<file path="src/rtl/aes_pkg.sv">
// Shared AES types and helpers: 128-bit state, 32-bit column word, byte access.
package aes_pkg;

  typedef logic [127:0] state_t;
  typedef logic [31:0]  word_t;

  localparam int AES_BYTES = 16;

  // Byte 0 (s0: row0,col0) sits in bits [127:120]; bytes run down column by column.
  function automatic logic [7:0] byte_of(input state_t s, input int idx);
    return s[127 - 8*idx -: 8];
  endfunction

endpackage

</file>
<file path="src/rtl/add_round_key_if.sv">
// Bus between a round stage and AddRoundKey: qualified Msg/Key in, registered result out.
// Handshake: in_valid=1 qualifies Msg/Key for exactly that cycle, out_valid=1 qualifies result;
// there is no ready, so every valid beat is accepted and every output beat must be consumed when shown.
interface add_round_key_if;
  import aes_pkg::*;

  logic   in_valid;
  state_t Msg;
  state_t Key;
  state_t result;
  logic   out_valid;

  modport master (output in_valid, Msg, Key, input result, out_valid);
  modport slave  (input in_valid, Msg, Key, output result, out_valid);
endinterface

</file>
<file path="src/rtl/add_round_key_col.sv">
// One 32-bit state column XORed with its round-key column, four independent byte lanes.
module add_round_key_col
  import aes_pkg::*;
(
  input  word_t msg_i,
  input  word_t key_i,
  output word_t result_o
);

  for (genvar b = 0; b < 4; b++) begin : g_lane
    assign result_o[8*b +: 8] = msg_i[8*b +: 8] ^ key_i[8*b +: 8];
  end

endmodule

</file>
<file path="src/rtl/add_round_key.sv">
// AES-128 AddRoundKey: result = Msg ^ Key through a STAGES-deep registered pipeline with valid.
module add_round_key
  import aes_pkg::*;
#(
  parameter int STAGES = 1
) (
  input  logic           clk,
  input  logic           rst,
  add_round_key_if.slave bus
);

  if (STAGES != 1 && STAGES != 2) begin : g_bad_stages
    $error("add_round_key: STAGES must be 1 or 2");
  end

  state_t xor_d;

  // Column c covers bits [127-32c -: 32], i.e. column 0 holds s0..s3.
  for (genvar c = 0; c < 4; c++) begin : g_col
    add_round_key_col u_col (
      .msg_i    (bus.Msg[127 - 32*c -: 32]),
      .key_i    (bus.Key[127 - 32*c -: 32]),
      .result_o (xor_d[127 - 32*c -: 32])
    );
  end

  state_t [STAGES-1:0] data_q;
  state_t [STAGES-1:0] data_d;
  logic   [STAGES-1:0] valid_q;
  logic   [STAGES-1:0] valid_d;

  always_comb begin
    data_d     = '0;
    valid_d    = '0;
    data_d[0]  = xor_d;
    valid_d[0] = bus.in_valid;
    for (int s = 1; s < STAGES; s++) begin
      data_d[s]  = data_q[s-1];
      valid_d[s] = valid_q[s-1];
    end
  end

  // Valid shifts every cycle; data only moves with its valid so result holds between beats.
  always_ff @(posedge clk) begin
    if (rst) begin
      data_q  <= '0;
      valid_q <= '0;
    end else begin
      valid_q <= valid_d;
      for (int s = 0; s < STAGES; s++) begin
        if (valid_d[s]) data_q[s] <= data_d[s];
      end
    end
  end

  assign bus.result    = data_q[STAGES-1];
  assign bus.out_valid = valid_q[STAGES-1];

endmodule

</file>
<file path="src/flat_wrapper.sv">
// flat-port wrapper written by rule: the top's interface ports become plain ports
module add_round_key_flat import aes_pkg::*;
#(
  parameter int STAGES = 1
)
  (clk, rst, bus_in_valid, bus_Msg, bus_Key, bus_result, bus_out_valid);
  add_round_key_if bus_i ();
  input  logic clk;
  input  logic rst;
  input wire logic [$bits(bus_i.in_valid)-1:0] bus_in_valid;
  input wire logic [$bits(bus_i.Msg)-1:0] bus_Msg;
  input wire logic [$bits(bus_i.Key)-1:0] bus_Key;
  output wire logic [$bits(bus_i.result)-1:0] bus_result;
  output wire logic [$bits(bus_i.out_valid)-1:0] bus_out_valid;
  assign bus_i.in_valid = bus_in_valid;
  assign bus_i.Msg = bus_Msg;
  assign bus_i.Key = bus_Key;
  assign bus_result = bus_i.result;
  assign bus_out_valid = bus_i.out_valid;
  add_round_key #(.STAGES(STAGES)) u_core (.clk(clk), .rst(rst), .bus(bus_i));
endmodule
</file>
<file path="config.mk">
export PLATFORM = sky130hd
export DESIGN_NAME = add_round_key_flat
export DESIGN_NICKNAME = d
export VERILOG_FILES = /design/src/rtl/aes_pkg.sv /design/src/rtl/add_round_key_if.sv /design/src/rtl/add_round_key_col.sv /design/src/rtl/add_round_key.sv /design/src/flat_wrapper.sv
export SDC_FILE = /design/constraint.sdc
export NUM_CORES = 1
export LEC_CHECK = 0
export BUFFER_PORTS_ARGS = -buffer_cell sky130_fd_sc_hd__buf_2
export CORE_AREA = 2 2 151 153
export DETAILED_ROUTE_END_ITERATION = 8
export DIE_AREA = 0 0 153 155
export SYNTH_ARGS = -nofsm -noshare
export SYNTH_HDL_FRONTEND = slang
export SYNTH_HIERARCHICAL = 1
export SYNTH_SLANG_ARGS = --single-unit
</file>
<file path="constraint.sdc">
create_clock -name clk -period 2.5 [get_ports clk]
set_input_delay 0.625 -clock clk [delete_from_list [all_inputs] [get_ports clk]]
set_output_delay 0.625 -clock clk [all_outputs]
set_load 0.05 [all_outputs]
</file>
==> results of run 1 <==
## state kept, by name (all words and copies together) (netlist names)
| signal | cells |
|---|---|
| u_core/bus.out_valid | 1 |
| u_core/bus.result | 128 |
## layout make-up
cell class / count / area (µm²)
clock inverters: 13 / 176
fillers: 2259 / 13700
well taps: 285 / 357
multi-input cells: 385 / 2890
flip-flops and latches: 129 / 2580
clock buffers: 19 / 433
repair buffers: 398 / 2070
## how the worst min path moves through the flow
stage                     cells past startpoint  slack [ps]                      to                    from
final                                         2         480   u_core/bus.result[97]   u_core/bus.result[97]
after global routing                          2         510   u_core/bus.result[84]   u_core/bus.result[84]
after CTS                                     2         490   u_core/bus.result[31]   u_core/bus.result[31]
after detailed placement                      2         470  u_core/bus.result[110]  u_core/bus.result[110]
after global placement                        2         470    u_core/bus.result[2]    u_core/bus.result[2]
after floorplan                               2         740    u_core/bus.result[0]    u_core/bus.result[0]
## worst reg2reg max path, stage by stage (launching register included)
cell,delay (ps)
dfxtp_1,310
mux2i_1,160
nor2_1,60
## report_power, final
group | switching (µW) | total [µW] | internal [µW] | leakage [µW]
clock network | 966 | 2560 | 1590 | 0.000293
registers | 71.4 | 2290 | 2220 | 0.00107
logic | 972 | 1470 | 499 | 0.00327
total | 2010 | 6320 | 4310 | 0.00463
## routing by layer
| metal | up-vias | global-route usage [%] | routed length, µm |
|---|---|---|---|
| met5 | - | 0 | 0 |
| met4 | 0 | 4.67 | 159 |
| met3 | 10 | 3.73 | 1230 |
| met2 | 242 | 21.2 | 7360 |
| met1 | 2098 | 14.5 | 6350 |
| li1 | 2533 | - | - |
## placed cells by master, fill, tap and decap left out, drive strengths merged
cell / Yosys / routed
buf: 17 / 398
bufinv: 0 / 3
clkbuf: 12 / 19
clkinv: 0 / 5
clkinvlp: 0 / 1
dfxtp: 129 / 129
inv: 0 / 4
mux2i: 128 / 128
nor2: 128 / 128
nor2b: 1 / 1
xor2: 128 / 128
## logic make-up after synthesis
| group | after synthesis | share of synthesized area [%] |
|---|---|---|
| simple gates | 129 | 8.41 |
| mux | 128 | 22.1 |
| flops | 129 | 44.6 |
| buf+inv | 29 | 5.47 |
| xor+xnor | 128 | 19.4 |
## per-stage QoR
stage               cells  utilization [%]  setup slack (ps)  total power, µW
finish               1229             38.3               815             6320
global route         1229             38.3               774             6650
CTS                  1229             38.3               776             6440
detailed placement   1197             35.5               742             3820
global placement     1197             35.5               766             3810
floorplan             543                -              1120             3350
==> run metrics, run 1 <==
CTS Root Cell clkbuf_16; first-pass GRT wire length 23300 µm; Seq cells post-synth 129; Post-synth top flop dfxtp_1; die height 155 µm; Ant. Diodes 0; EDFF count, synth 0; initial core utilization 26.0%; Mapped Nets 802; Tot GR Track Use 12.3%; Yosys warnings 6; Max Freq 0.594 GHz; r2r setup slk 1840 ps; Die W 153 µm; count leader, synth dfxtp_1; Slowest cell on crit path dfxtp_1; Clock Skew 0 ps; Worst path top cell family by delay flip-flops; gpl congestion 0.716; worst skew pair latency 400 ps; Final ANT Viol Nets 0; Min Hold Slack 483 ps; maxcap violations 0; layout cells sized above 1 45.3%; # IOs 388; CP endpoint kind output port; Levels on crit path 1; Tmin final 1680 ps; Cell Chain, Critical Path buf_2; Synth top area share 44.6%; Post-Syn Instances 543; post-synthesis cell type count 11; Crit. Startpoint u_core/bus.result[3]; clk slew on worst S/H paths 60 ps; detailed-route DRC error count 0; Final Net Count 1190; 1st-iter DRT viols 142; actual slew at the worst max-slew pin 698 ps; Slew Viols, Final 0; # resized after CTS 0; initial antenna violation count 0; largest net degree at the start of global routing 130; Final Cycle Share 67.4%; Final Instance Area 8500 µm²; routed wire length 15100 µm; VDD IR max 366 µV; die area 23700 µm²; Critical Path End bus_result[3]; Bufs and invs on worst path 1; synth top area cells dfxtp_1 (45%), mux2i_1 (22%), xor2_1 (19%); worst path arrival time 1060 ps; cell taking the most area after synthesis dfxtp_1; Area growth syn-to-layout 46.9%; Mapped Area 5790 µm²; status completed; total gr overflow 0; reg2reg path depth 2; P_leak 0.00463 µW; Async S/R FF share, synth 0%; core area 22200 µm²; vias 4883; setup TNS 0 ps; Post-CTS Setup Bufs 0; TritonCTS clock tree done; CP Data Required Time 1880 ps; power density over cell area 743 nW/µm²; reg2reg start u_core/bus.result[83]; crit-path max cell delay 370 ps; Pre-Repair DR Iteration Count 4; Synth Area per Inst 10.7 µm²; routed len/inst 12.3 µm; slew margin rel. 53.5%; area of placed instances 7890 µm²; register area share after synthesis 44.6%; HPWL Detailed 11300 µm; Synth top cells by count dfxtp_1 (129), mux2i_1 (128), nor2_1 (128), xor2_1 (128), clkbuf_1 (12); min-delay worst type reg -> reg; H-tree levels 4; Startpoint Class flop; IO Port Bufs 387; kind of critical path reg -> out; vias in the first global route 4660; final hold violations 0; worst r2r dst u_core/bus.result[83]; Row Count 55; Vias/cell 3.97; RSZ-0062 raised after global routing no; deepest clock path buffer count 2; # hold bufs at CTS 0; clock tree sinks 129; TritonCTS Buffers 17; Critical Path Fanout Max 2; Final Setup Violations 0
Note: power is estimated with default switching activity, not from simulation.
==> run 2, diff against run 1 <==
--- a/config.mk
+++ b/config.mk
@@ -5,10 +5,11 @@
 export SDC_FILE = /design/constraint.sdc
 export NUM_CORES = 1
 export LEC_CHECK = 0
+export ABC_AREA = 1
 export BUFFER_PORTS_ARGS = -buffer_cell sky130_fd_sc_hd__buf_2
-export CORE_AREA = 2 2 151 153
+export CORE_AREA = 2 2 153 155
 export DETAILED_ROUTE_END_ITERATION = 8
-export DIE_AREA = 0 0 153 155
+export DIE_AREA = 0 0 155 157
 export SYNTH_ARGS = -nofsm -noshare
 export SYNTH_HDL_FRONTEND = slang
 export SYNTH_HIERARCHICAL = 1
==> constraint.sdc (replaced) <==
create_clock -name clk -period 1.7 [get_ports clk]
set_input_delay 0.425 -clock clk [delete_from_list [all_inputs] [get_ports clk]]
set_output_delay 0.425 -clock clk [all_outputs]
set_load 0.05 [all_outputs]
==> run metrics, run 2 <==
Async S/R FF share, synth 0% (unchanged); clock power share 36.8% (was 40.5%); routed len/inst 9.73 µm (was 12.3 µm); commonest non-fill, non-tap cell in the layout nand2_1 (was buf_2); gpl congestion 0.793 (was 0.716); Final Setup Violations 0 (unchanged); Gate power share 26.4% (was 23.3%); Largest register FFs 128 (unchanged); vias in the first global route 7333 (was 4660); register area share after synthesis 33.2% (was 44.6%); Synth top cells by count nand2_1 (640), inv_1 (386), nor2_1 (257) (was dfxtp_1 (129), mux2i_1 (128), nor2_1 (128), xor2_1 (128), clkbuf_1 (12)); final cell count without fillers 2126 (was 1229); most frequent cells in the layout nand2_1 (640), buf_2 (386), inv_1 (385) (was buf_2 (385), dfxtp_1 (129), mux2i_1 (128), nor2_1 (128), xor2_1 (128)); worst path arrival time 1040 ps (was 1060 ps); IO Port Bufs 387 (unchanged); crit-path max cell delay 350 ps (was 370 ps); Flop pwr share 36.8% (was 36.2%); min-delay worst type in -> reg (was reg -> reg); initial core utilization 34.6% (was 26.0%); first-pass GRT wire length 32500 µm (was 23300 µm); Vias/cell 3.97 (about the same); Mapped Area 7780 µm² (was 5790 µm²); # resized after CTS 0 (unchanged); EDFF count, synth 0 (unchanged); Die W 155 µm (was 153 µm); Synth top area share 33.2% (was 44.6%); kind of critical path reg -> out (unchanged); Clock Skew 0 ps (unchanged); cell taking the most area after synthesis dfxtp_1 (unchanged); P_leak 0.00736 µW (was 0.00463 µW); initial antenna violation count 0 (unchanged); Ant. Diodes 0 (unchanged); Worst path top cell family by delay flip-flops (unchanged); placed cell count 2094 (was 1197); hold_sp rst (was u_core/bus.result[97]); final hold violations 0 (unchanged); Seq cells post-synth 129 (unchanged); CP Data Required Time 1270 ps (was 1880 ps); r2r setup slk 1130 ps (was 1840 ps); Tmin final 1460 ps; Post-synth top flop dfxtp_1 (unchanged); Net Switching 3180 µW (was 2010 µW); Hold Path Depth 2 (unchanged); die area 24300 µm² (was 23700 µm²); Yosys warnings 6 (unchanged); largest net degree at the start of global routing 57 (was 130); post-route setup slack 235 ps (was 815 ps); internal power 5920 µW (was 4310 µW); deepest clock path buffer count 2 (unchanged); CP endpoint kind output port (unchanged); Post-Syn Instances 1455 (was 543); H-tree levels 4 (unchanged); pre-CTS WS 368 ps (was 742 ps); worst skew pair latency 410 ps (was 400 ps); Synth Area per Inst 5.34 µm² (was 10.7 µm²); core area 22500 µm² (was 22200 µm²); clk slew on worst S/H paths 60 ps (about the same); die height 157 µm (was 155 µm); vias 8442 (was 4883); routed wire length 20700 µm (was 15100 µm); Post-CTS Setup Bufs 0 (unchanged); Area growth syn-to-layout 33.7% (was 46.9%); Slew Viols, Final 0 (unchanged); Cell Chain, Critical Path buf_2 (unchanged); # hold bufs at CTS 0 (unchanged); Switching Share 35.0% (was 31.8%); maxcap violations 0 (unchanged); CTS Root Cell clkbuf_16 (unchanged); Startpoint Class flop (unchanged); Hold Crit Endpoint u_core/bus.out_valid (was u_core/bus.result[97]); power density over cell area 875 nW/µm² (was 743 nW/µm²); VDD IR max 411 µV (was 366 µV); HPWL Detailed 16400 µm (was 11300 µm); Row Count 55 (unchanged); RSZ-0062 raised after global routing no (unchanged); clock tree sinks 129 (unchanged); Critical Path Fanout Max 2 (unchanged); post-synthesis cell type count 7 (was 11); count leader, synth nand2_1 (was dfxtp_1); setup TNS 0 ps (unchanged); TritonCTS Buffers 17 (unchanged); Max Freq 0.683 GHz; Filler Cells Inserted 2541 (was 2259); worst r2r dst u_core/bus.result[125] (was u_core/bus.result[83]); reg2reg path depth 2 (unchanged); Final Net Count 2087 (was 1190); synth top area cells dfxtp_1 (33%), nand2_1 (31%), inv_1 (19%) (was dfxtp_1 (45%), mux2i_1 (22%), xor2_1 (19%)); Mapped Nets 1714 (was 802); detailed-route DRC error count 0 (unchanged); Final Cycle Share 86.2%; Final ANT Viol Nets 0 (unchanged); status completed (unchanged); Slowest cell on crit path dfxtp_1 (unchanged); Pre-Repair DR Iteration Count 4 (unchanged); Bufs and invs on worst path 1 (unchanged); TritonCTS clock tree done (unchanged); actual slew at the worst max-slew pin 275 ps (was 698 ps); Tot GR Track Use 16.4% (was 12.3%); slew margin rel. 81.7% (was 53.5%); reg2reg start u_core/bus.result[125] (was u_core/bus.result[83]); layout cells sized above 1 23.3% (was 45.3%); 1st-iter DRT viols 354 (was 142); total gr overflow 0 (unchanged); # IOs 388 (unchanged)
run 2: cell count changes after synthesis:
cell	before	now
nand2_1	0	640
nor2_1	128	257
buf_2	2	14
inv_1	0	386
xor2_1	128	0
buf_6	1	24
clkbuf_1	12	0
mux2i_1	128	0
nor2b_1	1	0
buf_12	11	0
buf_8	1	0
buf_4	2	5
run 2: area by class of cell:
| class | instances | area (µm²) | share of cell area (%) |
|---|---|---|---|
| Clock buffer | 19 | 443 | 4.26 |
| Clock inverter | 13 | 103 | 0.987 |
| Inverter | 386 | 1450 | 14.0 |
| Multi-Input combinational cell | 897 | 3370 | 32.4 |
| Sequential cell | 129 | 2580 | 24.8 |
| Tap cell | 285 | 357 | 3.43 |
| Timing Repair Buffer | 397 | 2090 | 20.1 |
run 2: worst max-delay path by stage:
stage / end / start / cells after the start
2_1_floorplan: u_core/bus.result[100] / bus_in_valid / 5
3_3_place_gp: u_core/bus.result[57] / rst / 5
3_5_place_dp: u_core/bus.result[53] / rst / 5
4_1_cts: bus_result[11] / u_core/bus.result[11] / 1
5_1_grt: bus_result[107] / u_core/bus.result[107] / 1
6_report: bus_result[13] / u_core/bus.result[13] / 1
run 2: metrics by stage:
step | cell area (µm²) | utilization (%) | total power, µW | hold slack [ps]
floorplan | 7780 | - | 5090 | 496
global placement | 9850 | 43.8 | 5800 | 451
detailed placement | 9850 | 43.8 | 5840 | 459
CTS | 10400 | 46.2 | 9250 | 193
global route | 10400 | 46.2 | 9640 | 215
finish | 10400 | 46.2 | 9100 | 213
run 2: logic make-up (layout without fill, tap and decap cells):
logic type | Yosys count | count (layout) | share of synthesized area [%]
and+or+nand+nor | 897 | 897 | 43.3
DFF | 129 | 129 | 33.2
buffers and inverters | 429 | 815 | 23.5
run 2: per-layer routing:
metal  global-route usage, %  up-vias  routed length (µm)
met5                       0        -                   0
met4                    5.51        0                 390
met3                    5.07       24                1540
met2                    29.9      240               10000
met1                    18.1     3466                8750
li1                        -     4712                   -
run 2: power by group through the flow:
| stage | clock network [µW] | logic (µW) | registers, µW |
|---|---|---|---|
| 2_1_floorplan | 0 | 902 | 4180 |
| 3_3_place_gp | 0 | 2400 | 3400 |
| 3_5_place_dp | 0 | 2420 | 3410 |
| 4_1_cts | 3470 | 2430 | 3350 |
| 5_1_grt | 3590 | 2670 | 3380 |
| 6_report | 3350 | 2400 | 3350 |
==> run 3, diff against run 2 <==
--- a/config.mk
+++ b/config.mk
@@ -6,10 +6,12 @@
 export NUM_CORES = 1
 export LEC_CHECK = 0
 export ABC_AREA = 1
-export BUFFER_PORTS_ARGS = -buffer_cell sky130_fd_sc_hd__buf_2
 export CORE_AREA = 2 2 153 155
+export CTS_BUF_LIST = sky130_fd_sc_hd__clkbuf_8
 export DETAILED_ROUTE_END_ITERATION = 8
 export DIE_AREA = 0 0 155 157
+export DONT_BUFFER_PORTS = 1
+export HOLD_SLACK_MARGIN = 0.06
 export SYNTH_ARGS = -nofsm -noshare
 export SYNTH_HDL_FRONTEND = slang
 export SYNTH_HIERARCHICAL = 1
==> run metrics, run 3 (synthesis gave the netlist of run 2 again) <==
Crit. Startpoint u_core/bus.result[17] (was u_core/bus.result[13]); area of placed instances 7800 µm² (was 9850 µm²); Critical Path Fanout Max 2 (unchanged); total gr overflow 0 (unchanged); clock tree sinks 129 (unchanged); CTS Root Cell clkbuf_8 (was clkbuf_16); Clock Skew 0 ps (unchanged); actual slew at the worst max-slew pin 617 ps (was 275 ps); kind of critical path reg -> out (unchanged); initial core utilization 34.6% (unchanged); detailed-route DRC error count 0 (unchanged); Filler Cells Inserted 2545 (was 2541); initial antenna violation count 0 (unchanged); Gate power share 11.6% (was 26.4%); Post-CTS Setup Bufs 0 (unchanged); Area growth syn-to-layout 5.16% (was 33.7%); setup TNS 0 ps (unchanged); Max Freq 0.648 GHz (was 0.683 GHz); core area 22500 µm² (unchanged); Slew Viols, Final 0 (unchanged); first-pass GRT wire length 30100 µm (was 32500 µm); 1st-iter DRT viols 299 (was 354); TritonCTS clock tree done (unchanged); Die W 155 µm (unchanged); Power Total 7600 µW (was 9100 µW); CP endpoint kind output port (unchanged); Tmin final 1540 ps (was 1460 ps); gpl congestion 0.752 (was 0.793); vias in the first global route 6536 (was 7333); routed len/inst 11.0 µm (was 9.73 µm); Largest register FFs 128 (unchanged); Final Setup Violations 0 (unchanged); post-route setup slack 158 ps (was 235 ps); vias 7060 (was 8442); Vias/cell 4.08 (was 3.97); deepest clock path buffer count 2 (unchanged); clock power share 33.3% (was 36.8%); maxcap violations 0 (unchanged); CP Data Required Time 1270 ps (about the same); Final Net Count 1693 (was 2087); IO Port Bufs 0 (was 387); routed wire length 19000 µm (was 20700 µm); Final Cycle Share 90.7% (was 86.2%); worst path arrival time 1120 ps (was 1040 ps); Tot GR Track Use 15.2% (was 16.4%); reg2reg start u_core/bus.result[60] (was u_core/bus.result[125]); final hold violations 0 (unchanged); HPWL Detailed 14200 µm (was 16400 µm); die height 157 µm (unchanged); commonest non-fill, non-tap cell in the layout nand2_1 (unchanged); Flop pwr share 55.0% (was 36.8%); Pre-Repair DR Iteration Count 4 (unchanged); die area 24300 µm² (unchanged); P_leak 0.00558 µW (was 0.00736 µW); TritonCTS Buffers 17 (unchanged); worst skew pair latency 430 ps (was 410 ps); layout cells sized above 1 2.28% (was 23.3%); # IOs 388 (unchanged); RSZ-0062 raised after global routing no (unchanged); most frequent cells in the layout nand2_1 (640), inv_1 (387), nor2_1 (257) (was nand2_1 (640), buf_2 (386), inv_1 (385)); H-tree levels 4 (unchanged); power density over cell area 929 nW/µm² (was 875 nW/µm²); hold_sp bus_in_valid (was rst); Ant. Diodes 0 (unchanged); Net Switching 2810 µW (was 3180 µW); status completed (unchanged); VDD IR max 536 µV (was 411 µV); # hold bufs at CTS 1 (was 0); min-delay worst type in -> reg (unchanged); largest net degree at the start of global routing 258 (was 57); Final Instance Area 8180 µm² (was 10400 µm²); slew margin rel. 58.9% (was 81.7%); Startpoint Class flop (unchanged); pre-CTS WS 499 ps (was 368 ps); clk slew on worst S/H paths 90 ps (was 60 ps); Final ANT Viol Nets 0 (unchanged); Row Count 55 (unchanged); # resized after CTS 0 (unchanged); Switching Share 37.0% (was 35.0%); internal power 4790 µW (was 5920 µW)
run 3: path summary, 6_finish.rpt:
| kind | to | slack, ps | depth (start not counted) |
|---|---|---|---|
| setup / recovery | bus_result[17] | 160 | 0 |
| hold / removal | u_core/bus.result[7] | 140 | 2 |
| setup reg to reg | u_core/bus.result[60] | 760 | 2 |
| hold reg to reg | u_core/bus.result[14] | 720 | 2 |
run 3: through the flow:
stage	std cells	util (%)	hold slack (ps)
after floorplan	1455	-	496
after global placement	1699	34.7	499
after detailed placement	1699	34.7	502
after CTS	1732	36.3	103
after global routing	1732	36.3	110
final	1732	36.3	139
run 3: metal layers:
metal	GRT usage (%)	share of wire [%]	up-vias
met5	0	0	-
met4	7.10	3.2	0
met3	7.19	12	41
met2	26.9	46	275
met1	15.1	38	2825
li1	-	-	3919
run 3: power groups by stage:
stage          combinational (µW)  clock, µW  sequential [µW]
2_1_floorplan                 902          0             4180
3_3_place_gp                  874          0             4260
3_5_place_dp                  893          0             4260
4_1_cts                       897       2670             4190
5_1_grt                      1090       2810             4210
6_report                      884       2530             4180
run 3: final cells by class:
class | instances | area (µm²) | area share [%]
multi-input combinational | 897 | 3370 | 41.2
sequential | 129 | 2580 | 31.6
inverter | 386 | 1450 | 17.7
tap | 285 | 357 | 4.36
clock buffer | 17 | 234 | 2.86
clock inverter | 15 | 136 | 1.67
timing repair buffer | 3 | 50.0 | 0.612
